==> src/rtl/qrs_pkg.sv <==
// Shared definitions for the QRS peak-search stage and the detection FSM.
package qrs_pkg;

  // Sampling rate the default window and refractory lengths are derived from.
  localparam int FS_HZ           = 360;
  // 100 ms search window at FS_HZ.
  localparam int WIN_LEN_DEF     = 36;
  // 200 ms refractory period at FS_HZ.
  localparam int REFRACT_LEN_DEF = 72;

  typedef enum logic [2:0] {
    IDLE,
    LEARN,
    ARMED,
    WINDOW,
    REPORT,
    REFRACT
  } search_state_t;

endpackage

==> src/rtl/sample_window_ctr.sv <==
// Accepted-sample up-counter shared by the search window and the refractory
// period. A clear and an increment in the same cycle load the value 1.
module sample_window_ctr #(
  parameter int CNT_WIDTH = 8
) (
  input  logic                 i_clk,
  input  logic                 i_nrst,
  input  logic                 i_clr,
  input  logic                 i_inc,
  input  logic [CNT_WIDTH-1:0] i_tc,
  output logic [CNT_WIDTH-1:0] o_count,
  output logic                 o_tc_next
);

  localparam logic [CNT_WIDTH-1:0] ONE = CNT_WIDTH'(1);

  logic [CNT_WIDTH-1:0] count_d;
  logic [CNT_WIDTH-1:0] count_q;

  // Next count: optional clear, then optional increment on top of it.
  always_comb begin
    count_d = i_clr ? '0 : count_q;
    if (i_inc) begin
      count_d = count_d + ONE;
    end
  end

  // Count register with synchronous active-low reset.
  always_ff @(posedge i_clk) begin
    if (!i_nrst) begin
      count_q <= '0;
    end else begin
      count_q <= count_d;
    end
  end

  assign o_count   = count_q;
  // High when one more increment reaches the terminal count; derived from the
  // register only so callers can use it without a combinational loop.
  assign o_tc_next = ((count_q + ONE) == i_tc);

endmodule

==> src/rtl/qrs_peak_search.sv <==
// Peak search ahead of the QRS FSM: running max while learning, then a
// fixed-length window per threshold crossing, a one-cycle extremum pulse at
// window close, and a refractory period before re-arming.
module qrs_peak_search
  import qrs_pkg::*;
#(
  parameter int DATA_WIDTH  = 11,
  parameter int WIN_LEN     = WIN_LEN_DEF,
  parameter int REFRACT_LEN = REFRACT_LEN_DEF,
  parameter int CNT_WIDTH   = 8
) (
  input  logic                  i_clk,
  input  logic                  i_nrst,
  input  logic                  i_ce,
  input  logic [DATA_WIDTH-1:0] i_abs_diff,
  input  logic                  i_abs_diff_valid,
  input  logic                  i_search_en,
  input  logic [DATA_WIDTH-1:0] i_qrs_threshold,
  output logic [DATA_WIDTH-1:0] o_abs_diff_short_max,
  output logic                  o_abs_diff_short_valid,
  output logic                  o_extremum_found,
  output logic [CNT_WIDTH-1:0]  o_peak_offset
);

  localparam logic [CNT_WIDTH-1:0] WIN_TC = CNT_WIDTH'(WIN_LEN);
  localparam logic [CNT_WIDTH-1:0] REF_TC = CNT_WIDTH'(REFRACT_LEN);

  search_state_t state_d, state_q;

  logic [DATA_WIDTH-1:0] max_d, max_q;
  logic [CNT_WIDTH-1:0]  offset_d, offset_q;
  logic                  valid_d, valid_q;
  logic                  found_d, found_q;

  logic                  accept;
  logic                  crossing;
  logic                  bigger;

  logic                  ctr_clr;
  logic                  ctr_inc;
  logic [CNT_WIDTH-1:0]  ctr_tc;
  logic [CNT_WIDTH-1:0]  ctr_count;
  logic                  ctr_tc_next;

  assign accept   = i_ce & i_abs_diff_valid;
  assign crossing = accept && (i_abs_diff > i_qrs_threshold);
  assign bigger   = i_abs_diff > max_q;
  assign ctr_tc   = (state_q == REFRACT) ? REF_TC : WIN_TC;

  sample_window_ctr #(
    .CNT_WIDTH (CNT_WIDTH)
  ) u_ctr (
    .i_clk     (i_clk),
    .i_nrst    (i_nrst),
    .i_clr     (ctr_clr),
    .i_inc     (ctr_inc),
    .i_tc      (ctr_tc),
    .o_count   (ctr_count),
    .o_tc_next (ctr_tc_next)
  );

  // Next-state, max/offset tracking and counter control.
  always_comb begin
    state_d  = state_q;
    max_d    = max_q;
    offset_d = offset_q;
    valid_d  = valid_q;
    ctr_clr  = 1'b0;
    ctr_inc  = 1'b0;
    case (state_q)
      IDLE: begin
        if (accept) begin
          valid_d = 1'b1;
          max_d   = i_abs_diff;
          state_d = LEARN;
        end
      end
      LEARN: begin
        if (accept && bigger) begin
          max_d = i_abs_diff;
        end
        if (i_search_en) begin
          state_d = ARMED;
        end
      end
      ARMED: begin
        if (i_search_en && crossing) begin
          max_d    = i_abs_diff;
          offset_d = '0;
          ctr_clr  = 1'b1;
          ctr_inc  = 1'b1;
          state_d  = (WIN_LEN == 1) ? REPORT : WINDOW;
        end
      end
      WINDOW: begin
        if (accept) begin
          ctr_inc = 1'b1;
          if (bigger) begin
            max_d    = i_abs_diff;
            offset_d = ctr_count;
          end
          if (ctr_tc_next) begin
            state_d = REPORT;
          end
        end
      end
      REPORT: begin
        ctr_clr = 1'b1;
        state_d = (REFRACT_LEN == 0) ? ARMED : REFRACT;
      end
      REFRACT: begin
        if (accept) begin
          ctr_inc = 1'b1;
          if (ctr_tc_next) begin
            state_d = ARMED;
          end
        end
      end
      default: begin
        state_d = IDLE;
      end
    endcase
    found_d = (state_d == REPORT);
  end

  // State and output registers with synchronous active-low reset.
  always_ff @(posedge i_clk) begin
    if (!i_nrst) begin
      state_q  <= IDLE;
      max_q    <= '0;
      offset_q <= '0;
      valid_q  <= 1'b0;
      found_q  <= 1'b0;
    end else begin
      state_q  <= state_d;
      max_q    <= max_d;
      offset_q <= offset_d;
      valid_q  <= valid_d;
      found_q  <= found_d;
    end
  end

  assign o_abs_diff_short_max   = max_q;
  assign o_abs_diff_short_valid = valid_q;
  assign o_extremum_found       = found_q;
  assign o_peak_offset          = offset_q;

endmodule

==> config.mk <==
export PLATFORM = sky130hd
export DESIGN_NAME = qrs_peak_search
export DESIGN_NICKNAME = d
export VERILOG_FILES = /design/src/rtl/qrs_pkg.sv /design/src/rtl/sample_window_ctr.sv /design/src/rtl/qrs_peak_search.sv
export SDC_FILE = /design/constraint.sdc
export NUM_CORES = 1
export LEC_CHECK = 0
export ABC_AREA = 1
export ABC_CLOCK_PERIOD_IN_PS = 3600
export CAP_MARGIN = 20
export CORE_AREA = 10 10 92 94
export DETAILED_ROUTE_END_ITERATION = 7
export DIE_AREA = 0 0 102 104
export HOLD_SLACK_MARGIN = 0.1
export MAX_ROUTING_LAYER = met4
export SETUP_SLACK_MARGIN = 0.02
export SYNTH_ARGS = -nofsm -noshare
export SYNTH_HDL_FRONTEND = slang
export SYNTH_HIERARCHICAL = 1
export SYNTH_SLANG_ARGS = --single-unit
==> constraint.sdc <==
create_clock -name i_clk -period 3.6 [get_ports i_clk]
set_input_delay 0.72 -clock i_clk [delete_from_list [all_inputs] [get_ports i_clk]]
set_output_delay 0.72 -clock i_clk [all_outputs]
set_load 0.01 [all_outputs]
# Word-level counts from Yosys, hierarchy flattened
# Index checks and enable logic that the tools add are counted.
# totals
register_bits,32
output_inout_bits,21
elab_cells,58
# classes
n_addsub,2
magnitude_cmp,2
n_eq_ne,12
muxes,25
bitwise,1
n_reduce_logical,10
# op_table
op,count
$mux 11,5
$pmux 11 s4,1
$mux 8,5
$gt 11x11->1,2
$mux 3,7
$pmux 3 s6,1
$add 8x1->8 const B,2
$pmux 8 s2,1
$ne 2x2->1 const B,5
$eq 3x3->1 const B,3
$eq 8x7->1,1
$mux 7,1
$eq 3x2->1 const B,2
$reduce_and 6->1,1
$pmux 1 s2,2
$reduce_and 4->1,1
$reduce_bool 4->1,1
$eq 3x1->1 const B,1
$logic_and 1x1->1,3
$logic_not 3->1,1
$mux 1,2
$reduce_and 2->1,1
$reduce_bool 2->1,1
$reduce_or 2->1,1
$and 1x1->1,1

# Logic depth before layout (Yosys ltp)
# depth
depth_word,8
ltp_mapped,19
depth_no_buf,19

# Modules after synthesis
# The synthesis kept the hierarchy.
# modules_own_cells
module,n_inst,cells_each,area_each_um2,seq_area_each_um2
qrs_peak_search,1,267,1790.5,480.5
sample_window_ctr,1,120,729.4,160.2

# Worst setup path after synthesis
# Ideal clock, no wire load.
# synth_timing
kind,input-to-reg
from,in i_qrs_threshold[6]
to,"reg u_ctr.count_q[4], in the netlist u_ctr/o_count[4]"
arrival_time_ns,2.557
required_ns,3.482
path_slack_ns,0.925
cell_stages,18
n_path_buf,0
cell_sequence,inv_1 -> ha_1 -> nand2_1 -> nor2_1 -> and2_1 -> nand2_1 -> nand3_2 -> nand3_1 -> nand2_1 -> inv_4 -> nand2_1 -> inv_1 -> ha_1 -> nand3_2 -> nor2_2 -> inv_2 -> o21ai_1 -> a21oi_1
# synth_via
elab_chain_len,8
# synth_rtl
element,line_no,text
start: declaration,qrs_peak_search.sv:18,"input logic [DATA_WIDTH-1:0] i_qrs_threshold,"
$gt 11x11->1 *,qrs_peak_search.sv:46,assign crossing = accept && (i_abs_diff > i_qrs_threshold);
$logic_and 1x1->1 *,qrs_peak_search.sv:46,
$logic_and 1x1->1 *,qrs_peak_search.sv:87,if (i_search_en && crossing) begin
$mux 1 *,qrs_peak_search.sv:87,
$pmux 1 s2 *,qrs_peak_search.sv:70,case (state_q)
net ctr_clr,qrs_peak_search.sv:39,logic ctr_clr;
$mux 8 *,sample_window_ctr.sv:22,count_d = i_clr ? '0 : count_q;
$add 8x1->8,sample_window_ctr.sv:24,count_d = count_d + ONE;
$mux 8 *,sample_window_ctr.sv:23,if (i_inc) begin
end signal: assignment,sample_window_ctr.sv:33,count_q <= count_d;
end: declaration,sample_window_ctr.sv:18,logic [CNT_WIDTH-1:0] count_q;
# Mark *: on every way through the listed nets, which the timed path passes. The rest lies on a longest branch.
# A chain may end at the register's enable or synchronous reset.

# Final worst setup path
# layout_timing
from,in i_abs_diff[6]
to,"reg u_ctr.count_q[4], in the netlist u_ctr/o_count[4]"
# layout_via
elab_chain_len,8
# layout_rtl
element,line_no,text
start: declaration,qrs_peak_search.sv:15,"input logic [DATA_WIDTH-1:0] i_abs_diff,"
$gt 11x11->1 *,qrs_peak_search.sv:46,
$logic_and 1x1->1 *,qrs_peak_search.sv:46,
$logic_and 1x1->1 *,qrs_peak_search.sv:87,
$mux 1 *,qrs_peak_search.sv:87,
$pmux 1 s2 *,qrs_peak_search.sv:70,
net ctr_clr,qrs_peak_search.sv:39,
$mux 8 *,sample_window_ctr.sv:22,
$add 8x1->8,sample_window_ctr.sv:24,
$mux 8 *,sample_window_ctr.sv:23,
# Marks and branches as above.

==> run_results.csv <==
group,metric,value,unit
status,status,"finished clean",
layout,drive_gt1_share,14.16,%
detailed_routing,routed_wl,6.283,mm
cts,cts_tree,"yes",
detailed_routing,wl_per_cell,11.97,um
layout,fin_nets,495,
synth,synth_edf_count,0,
placement,numPortBuffers,47,
synth,synthTopCellsByArea,"dfxtp_1 (25%), nand2_1 (14%), ha_1 (12%), inv_1 (10%), nor2_2 (6.5%)",
timing,finalHoldViolCount,0,
power,finalPower,1.021,mW
synth,yosysWarnings,6,
placement,dp_hpwl,5.046,mm
cts,clock_latency,0.29,ns
global_route,grt_pass1_wl,11.06,mm
critical_path,cp-start-kind,"input pin",
detailed_routing,drtPass1Iterations,4,
synth,synthCells,387,
synth,async_reset_ff_share,0,%
synth,netlist.area_leader.share,25.42,%
layout,design_area,3222,sq um
die,rows,30,
min_path,hold_start,"o_abs_diff_short_valid$_SDFFE_PN0P_",
cts,cts_sinks,32,
synth,synth.largest_area_cell,"dfxtp_1",
global_route,grtUsageTotal,12.67,%
die,initial_utilization,37.72,%
synth,ys_ff_latch,32,
die,die_area,10610,sq um
cts,clk_pin_slew,0.07,ns
synth,yosysMostFrequentCell,"nand2_1",
synth,synth_cell_types,36,
timing,post-route-period-util,85.00,%
detailed_routing,drt_iter0_markers,111,
min_path,min_to,"o_abs_diff_short_valid$_SDFFE_PN0P_",
timing,setup_viol,0,
min_path,hp-class,"register to register",
placement,place_area,3114,sq um
timing,slew_viol_final,0,
power,ir_worst_vdd,144.6,uV
die,core_area,6681,sq um
critical_path,cp-end-kind,"register",
global_route,antenna_found_initial,0,
cts,root_buffer,"clkbuf_8",
cts,cts_resized,0,
critical_path,required,3.78,ns
timing,finClkSkew,0.008795,ns
power,power_leakage,1.624,nW
timing,rsz0062_at_grt,"no",
placement,finalWeightedCongestion,0.8419,
layout,diodes,0,
power,cellPowerDensity,317.0,nW/um^2
detailed_routing,drc,0,
layout,area_delta_synth_final,27.86,%
die,io-pin-count,48,
cts,numCtsBuffers,5,
detailed_routing,vias,2426,
die,die_w,102,um
synth,synth_ff_type,"dfxtp_1",
timing,fin_ws,0.5401,ns
cts,cts_hold_buf,0,
synth,synth-seq-area-share,25.42,%
die,die_h,104,um
min_path,whs_path_depth,2,
critical_path,r2r_cells,13,
critical_path,crit_arrival,3.24,ns
cts,postCtsSetupBuffers,0,
run,maxCapViolations,0,
critical_path,crit_type,"input pin to register",
placement,pre_cts_ws,0.2385,ns
detailed_routing,avgViaCountPerCell,4.621,
global_route,overflow,0,
timing,period_needed,3.060,ns
cts,htree_num_levels,2,
synth,synth_common_cells,"nand2_1 (92), inv_1 (67), nor2_1 (40), dfxtp_1 (32), nor2_2 (26)",
global_route,grt_pass1_vias,2462,
global_route,grt_max_degree,13,
critical_path,critPathMaxFanout,8,
critical_path,timing.rr.end,"state_q[0]$_SDFF_PN0_",
critical_path,reg2reg_slack,1.32,ns
synth,synth_area,2520,sq um
cts,clockBufferDepth,2,
detailed_routing,ant_nets,0,
critical_path,r2r-start,"state_q[2]$_SDFF_PN0_",
synth,synth_area_per_cell,6.511,sq um
timing,fmax,326.8,MHz
timing,tns,0,ns
## sequential cells by signal, summed over array words and instances (netlist names)
signal                  cells
o_abs_diff_short_valid      1
o_extremum_found            1
u_ctr/o_count               8
o_abs_diff_short_max       11
state_q                     3
o_peak_offset               8
## cell usage in the layout, fill, tap and decap left out, types with 2 or more instances in the layout
master	instances
clkbuf_8	5
dfxtp_1	32
inv_2	8
nor2_1	40
clkdlybuf4s50_1	47
xnor2_1	5
a21oi_1	13
nand3_2	6
conb_1	6
nor2_4	2
nand3b_1	2
nor2_2	26
nor3_2	2
nand2_1	92
nand4_1	17
ha_1	24
buf_4	3
nand2_2	5
o21ai_0	12
nand3_1	12
inv_1	67
xor2_1	2
## stage by stage
step,util (%),cells,hold slack (ns)
after floorplan,-,392,0.4494
after global placement,46.61,517,0.4660
after detailed placement,46.61,517,0.4615
after CTS,48.22,525,0.4921
after global routing,48.22,525,0.5210
final,48.22,525,0.4915
## critical path, stage by stage
cell and delay (ns):
clkdlybuf4s50_1 0.45, ha_1 0.33, nand2_1 0.09, nor2_1 0.06, and2_1 0.15, nand2_1 0.06, nand3_2 0.07, nand3_1 0.12
nand2_1 0.21, inv_4 0.15, nand2_1 0.08, inv_1 0.08, ha_1 0.18, nand3_2 0.10, nor2_2 0.17, inv_2 0.05
o21ai_1 0.12, a21oi_1 0.05
## report_power, final
part | leakage, nW | switching [mW] | total, mW | internal (mW)
sequential | 0.261 | 0.0185 | 0.393 | 0.375
clock | 0.0552 | 0.136 | 0.341 | 0.205
combinational | 1.31 | 0.148 | 0.287 | 0.138
## area by class of cell
class	count	area [sq um]
Clock buffer	6	72.57
Clock inverter	2	35.03
Fill cell	685	3460
Inverter	76	287.8
Multi-Input combinational cell	278	1573
Sequential cell	32	640.6
Tap cell	80	100.1
Timing Repair Buffer	51	513.0
## routing by layer
| metal | GRT usage (%) | wire length [um] | vias to the layer above |
|---|---|---|---|
| met1 | 16.16 | 3160 | 1055 |
| li1 | - | - | 1314 |
| met4 | 3.730 | 97 | 0 |
| met2 | 19.41 | 2725 | 47 |
| met3 | 2.791 | 300 | 10 |
| met5 | - | 0 | - |
## logic make-up after synthesis
kind of cell | count (synthesis) | share of synthesized area [%]
AOI/OAI and AO/OA | 34 | 7.597
xor gates and xnor gates | 7 | 2.433
adders and majority gates | 24 | 11.92
buffers and inverters | 82 | 12.91
DFF | 32 | 25.42
other | 1 | 0.1488
and+or+nand+nor | 207 | 39.57
## how the worst max path moves through the flow
stage | to | slack (ns) | from
finish | u_ctr/o_count[4]$_SDFF_PN0_ | 0.54 | i_abs_diff[6]
floorplan | u_ctr/o_count[4]$_SDFF_PN0_ | 0.92 | i_qrs_threshold[6]
detailed placement | u_ctr/o_count[4]$_SDFF_PN0_ | 0.24 | i_abs_diff[2]
global placement | u_ctr/o_count[4]$_SDFF_PN0_ | 0.32 | i_abs_diff[5]
global route | u_ctr/o_count[4]$_SDFF_PN0_ | 0.30 | i_qrs_threshold[6]
CTS | u_ctr/o_count[4]$_SDFF_PN0_ | 0.54 | i_abs_diff[2]
Power figures use the tool's default switching activity.
==> patch 1: new RTL, config.mk and constraints unchanged <==
The 6 states of `search_state_t` get a one-hot encoding in 6 bits.
--- a/src/rtl/qrs_pkg.sv
+++ b/src/rtl/qrs_pkg.sv
@@ -8,13 +8,13 @@
   // 200 ms refractory period at FS_HZ.
   localparam int REFRACT_LEN_DEF = 72;
 
-  typedef enum logic [2:0] {
-    IDLE,
-    LEARN,
-    ARMED,
-    WINDOW,
-    REPORT,
-    REFRACT
+  typedef enum logic [5:0] {
+    IDLE    = 6'b000001,
+    LEARN   = 6'b000010,
+    ARMED   = 6'b000100,
+    WINDOW  = 6'b001000,
+    REPORT  = 6'b010000,
+    REFRACT = 6'b100000
   } search_state_t;
 
 endpackage
Check against the original RTL: no difference found for any inputs over 10 cycles, from zero or initial values and one cycle with i_nrst low; not proved beyond that.
==> patch 1 against the original RTL <==
Sequential cell count rose by 3; routed wire length rose by 5.1%; power is 3.3% lower; fmax is 1.1% lower; combinational power is 9.1% lower; synthesized area rose by 4.3%; worst setup slack got worse by 34 ps; cell area up 2.7%; critical path type unchanged.
==> patch 1: results (changes against the original RTL) <==
metric;value;unit;change
dpl hpwl;5.356;mm;+6.1%
Final Wtd Congestion;0.8496;;+0.91%
Setup Skew;3.455;ps;-5.340 ps
metal2 WL;3.074;mm;+13%
status;finished, final reports clean;;
first-pass GRT wire length;11.41;mm;+3.2%
FF-to-FF End;state_q[2]$_SDFF_PN0_;;
register area share after synthesis;26.65;%;+1.2 points
Netlist cell types;31;;-14%
Area contributors post-synth;dfxtp_1 27%, nand2_1 16%, ha_1 11%;;
highest cell delay on the worst timing path;470;ps;+20 ps
Vias;2605;;+7.4%
violation count after the first detailed-route iteration;95;;-14%
most frequent cells after synthesis;111 x nand2_1, 79 x inv_1, 42 x nor2_1;;
r2r setup slk;1300;ps;-20 ps
DP Area;0.003213;mm²;+3.2%
worst reg2reg startpoint;state_q[1]$_SDFF_PN0_;;
M1 WL;3.166;mm;+0.19%
vias in the first global route;2359;;-4.2%
detailed-route wire length;6.605;mm;+5.1%
drt wl/cell;11.97;µm;about the same
final net count;522;;+5.5%
met3 Track Usage GR;2.990;%;+0.20 points
Total GRT Usage;13.11;%;+0.44 points
layout cells sized above 1;6.992;%;-7.2 points
Post-Place Cells;544;;+5.2%
M2 GR Usage;19.95;%;+0.55 points
largest net degree at the start of global routing;21;;+8
GRT met1 Usage;17.17;%;+1.0 points
# fillers;718;;+4.8%
Syn Area/Cell;6.334;µm²;-2.7%
Data arrival, critical path;3270;ps;+30 ps
met3 wire len;333;µm;+11%
worst slack at placement;219.3;ps;-19.20 ps
[patch 1: power by group]
part	switching (mW)	total (mW)	internal, mW
Combinational	0.135	0.261	0.126
Sequential	0.0155	0.423	0.407
Clock	0.147	0.304	0.157
[patch 1: how the worst max path moves through the flow]
stage / end / cells after the start / slack [ps] / start
6_report: u_ctr/o_count[4]$_SDFF_PN0_ / 18 / 510 / i_abs_diff[8]
5_1_grt: u_ctr/o_count[6]$_SDFF_PN0_ / 18 / 180 / i_abs_diff[8]
4_1_cts: u_ctr/o_count[4]$_SDFF_PN0_ / 18 / 510 / i_abs_diff[10]
3_5_place_dp: u_ctr/o_count[4]$_SDFF_PN0_ / 18 / 220 / i_abs_diff[8]
3_3_place_gp: u_ctr/o_count[4]$_SDFF_PN0_ / 18 / 300 / i_abs_diff[8]
2_1_floorplan: u_ctr/o_count[4]$_SDFF_PN0_ / 19 / 780 / i_qrs_threshold[10]
[patch 1: area by class of cell]
type | count | area (µm²) | area share [%]
timing repair buffer | 52 | 508.0 | 15.36
sequential | 35 | 700.7 | 21.18
multi-input combinational | 294 | 1590 | 48.07
clock inverter | 1 | 8.758 | 0.2648
inverter | 83 | 314.1 | 9.493
clock buffer | 7 | 86.33 | 2.610
tap | 80 | 100.1 | 3.026
[patch 1: kinds of logic after synthesis]
logic type               Yosys count  synth area share [%]
AO/OA/AOI/OAI                     37                 7.425
XOR/XNOR                           7                 2.332
adder cells (fa/ha/maj)           24                 11.42
buffers and inverters             91                 13.56
flip-flops                        35                 26.65
other                              1                0.1427
AND/OR/NAND/NOR                  220                 38.46
[patch 1: worst min-delay path, cell delays in order (launching register included)]
cell and delay [ps]:
dfxtp_1 310, inv_1 40, a21oi_1 50
==> patch 2: new RTL, same settings <==
Made on the original files. The parameter `DATA_WIDTH` goes from 11 to 13.
--- a/src/rtl/qrs_peak_search.sv
+++ b/src/rtl/qrs_peak_search.sv
@@ -4,7 +4,7 @@
 module qrs_peak_search
   import qrs_pkg::*;
 #(
-  parameter int DATA_WIDTH  = 11,
+  parameter int DATA_WIDTH  = 13,
   parameter int WIN_LEN     = WIN_LEN_DEF,
   parameter int REFRACT_LEN = REFRACT_LEN_DEF,
   parameter int CNT_WIDTH   = 8
Interface: changed (resized i_abs_diff, i_qrs_threshold and o_abs_diff_short_max); port bits go from 48 to 54. No check against the original RTL was run, so the function may have changed too.
==> patch 2 against the original RTL <==
Synthesized area increased by 7.0%; count of clock-buffer cells in the layout decreased by 1; sequential cell count grew 2; sequential power is 5.9% higher; critical path depth unchanged; worst setup slack improved by 21 ps; routed wire length up 12%; clock skew down 4.6 ps; power up 3.9%; utilization up 3.4 points; clock power rose by 6%; cell area up 7.0%; critical path type unchanged; critical endpoint unchanged; largest power group unchanged.
==> patch 2: results (changes against the original RTL) <==
metric;value;unit;change
M2 GR Usage;22.19;%;+2.8 points
Netlist cell types;34;;-5.6%
layout cells sized above 1;10.06;%;-4.1 points
Total GRT Usage;13.40;%;+0.73 points
met3 wire len;430;µm;+43%
crit path from;i_abs_diff[12];;
pwr dens;308.1;mW/mm²;-2.8%
IO Port Bufs;53;;+13%
worst reg2reg startpoint;state_q[0]$_SDFF_PN0_;;
antenna violations before repair;0;;unchanged
M1 WL;3.260;mm;+3.2%
# fillers;689;;+0.58%
highest cell delay on the worst timing path;470;ps;+20 ps
n_diodes;0;;unchanged
detailed-route wire length;7.040;mm;+12%
Cell Area, Synth;0.002696;mm²;+7.0%
Num CTS Buffers;5;;unchanged
most frequent cells after synthesis;112 x nand2_1, 77 x inv_1, 44 x nor2_1;;
DR vias/cell;4.832;;+4.6%
max FFs per register;13;;+2
top layer in use;met4;;
maximum VDD drop;0.1368;mV;-5.4%
violation count after the first detailed-route iteration;118;;+6.3%
dpl hpwl;5.609;mm;+11%
P_leak;1.711;nW;+5.4%
vias in the first global route;2595;;+5.4%
min-delay worst type;reg2reg;;
first-pass GRT wire length;11.72;mm;+6.0%
Post-Synth XOR/XNOR Area;2.274;%;-0.16 points
largest net degree at the start of global routing;24;;+11
register area share after synthesis;25.24;%;-0.18 points
met3 Track Usage GR;3.123;%;+0.33 points
drt first pass iters;4;;unchanged
Synth Area in Adders;12.99;%;+1.1 points
status;finished, final reports clean;;
GRT met1 Usage;15.76;%;-0.39 points
metal2 WL;3.294;mm;+21%
Data arrival, critical path;3220;ps;-20 ps
Final Wtd Congestion;0.8655;;+2.8%
Setup Skew;4.212;ps;-4.583 ps
final net count;545;;+10%
Area contributors post-synth;dfxtp_1 25%, nand2_1 16%, ha_1 13%;;
Compound-Gate Fraction of Synth Area;7.100;%;-0.50 points
==> patch 2: worst register-to-register path, delay by kind of cell (launching register included) <==
kind,cells,cell delay (ps)
simple gates,5,810
flops,1,400
buf+inv,4,370
compound gates,2,370
xor+xnor,2,340
==> patch 2: path summary, 6_finish.rpt <==
check / slack, ps / to
min: 460 / o_abs_diff_short_valid$_SDFFE_PN0P_
min reg2reg: 460 / o_abs_diff_short_valid$_SDFFE_PN0P_
max reg2reg: 1230 / state_q[0]$_SDFF_PN0_
max: 560 / u_ctr/o_count[4]$_SDFF_PN0_
==> patch 2: final cells by class <==
class                      instances  area share (%)
inverter                          85           9.332
sequential                        34           19.75
multi-input combinational        303           48.44
timing repair buffer              57           16.27
tap                               80           2.905
clock buffer                       5           1.997
clock inverter                     3           1.307
==> patch 2: cells by family (layout without fill, tap and decap cells) <==
| kind of cell | count (synthesis) | in the layout |
|---|---|---|
| AND/OR/NAND/NOR | 227 | 227 |
| flip-flops | 34 | 34 |
| adder cells (fa/ha/maj) | 28 | 28 |
| buffers and inverters | 93 | 150 |
| other | 1 | 6 |
| XOR/XNOR | 7 | 7 |
| AO/OA/AOI/OAI | 35 | 35 |
==> patch 2: where the power goes <==
part	leakage, nW	switching (mW)	total [mW]	internal, mW
Sequential	0.277	0.0185	0.416	0.397
Clock	0.0504	0.154	0.360	0.206
Combinational	1.38	0.148	0.286	0.138
==> patch 2: per-stage QoR <==
stage          setup slack (ps)  util [%]  hold slack (ps)  std cells  cell area (µm²)
3_3_place_gp              318.5     49.87            437.4        559             3332
3_5_place_dp              252.5     49.87            442.5        559             3332
6_report                  561.1     51.57            457.7        567             3446
2_1_floorplan             784.9         -            442.0        430             2715
5_1_grt                   298.2     51.57            487.3        567             3446
4_1_cts                   556.2     51.57            453.8        567             3446
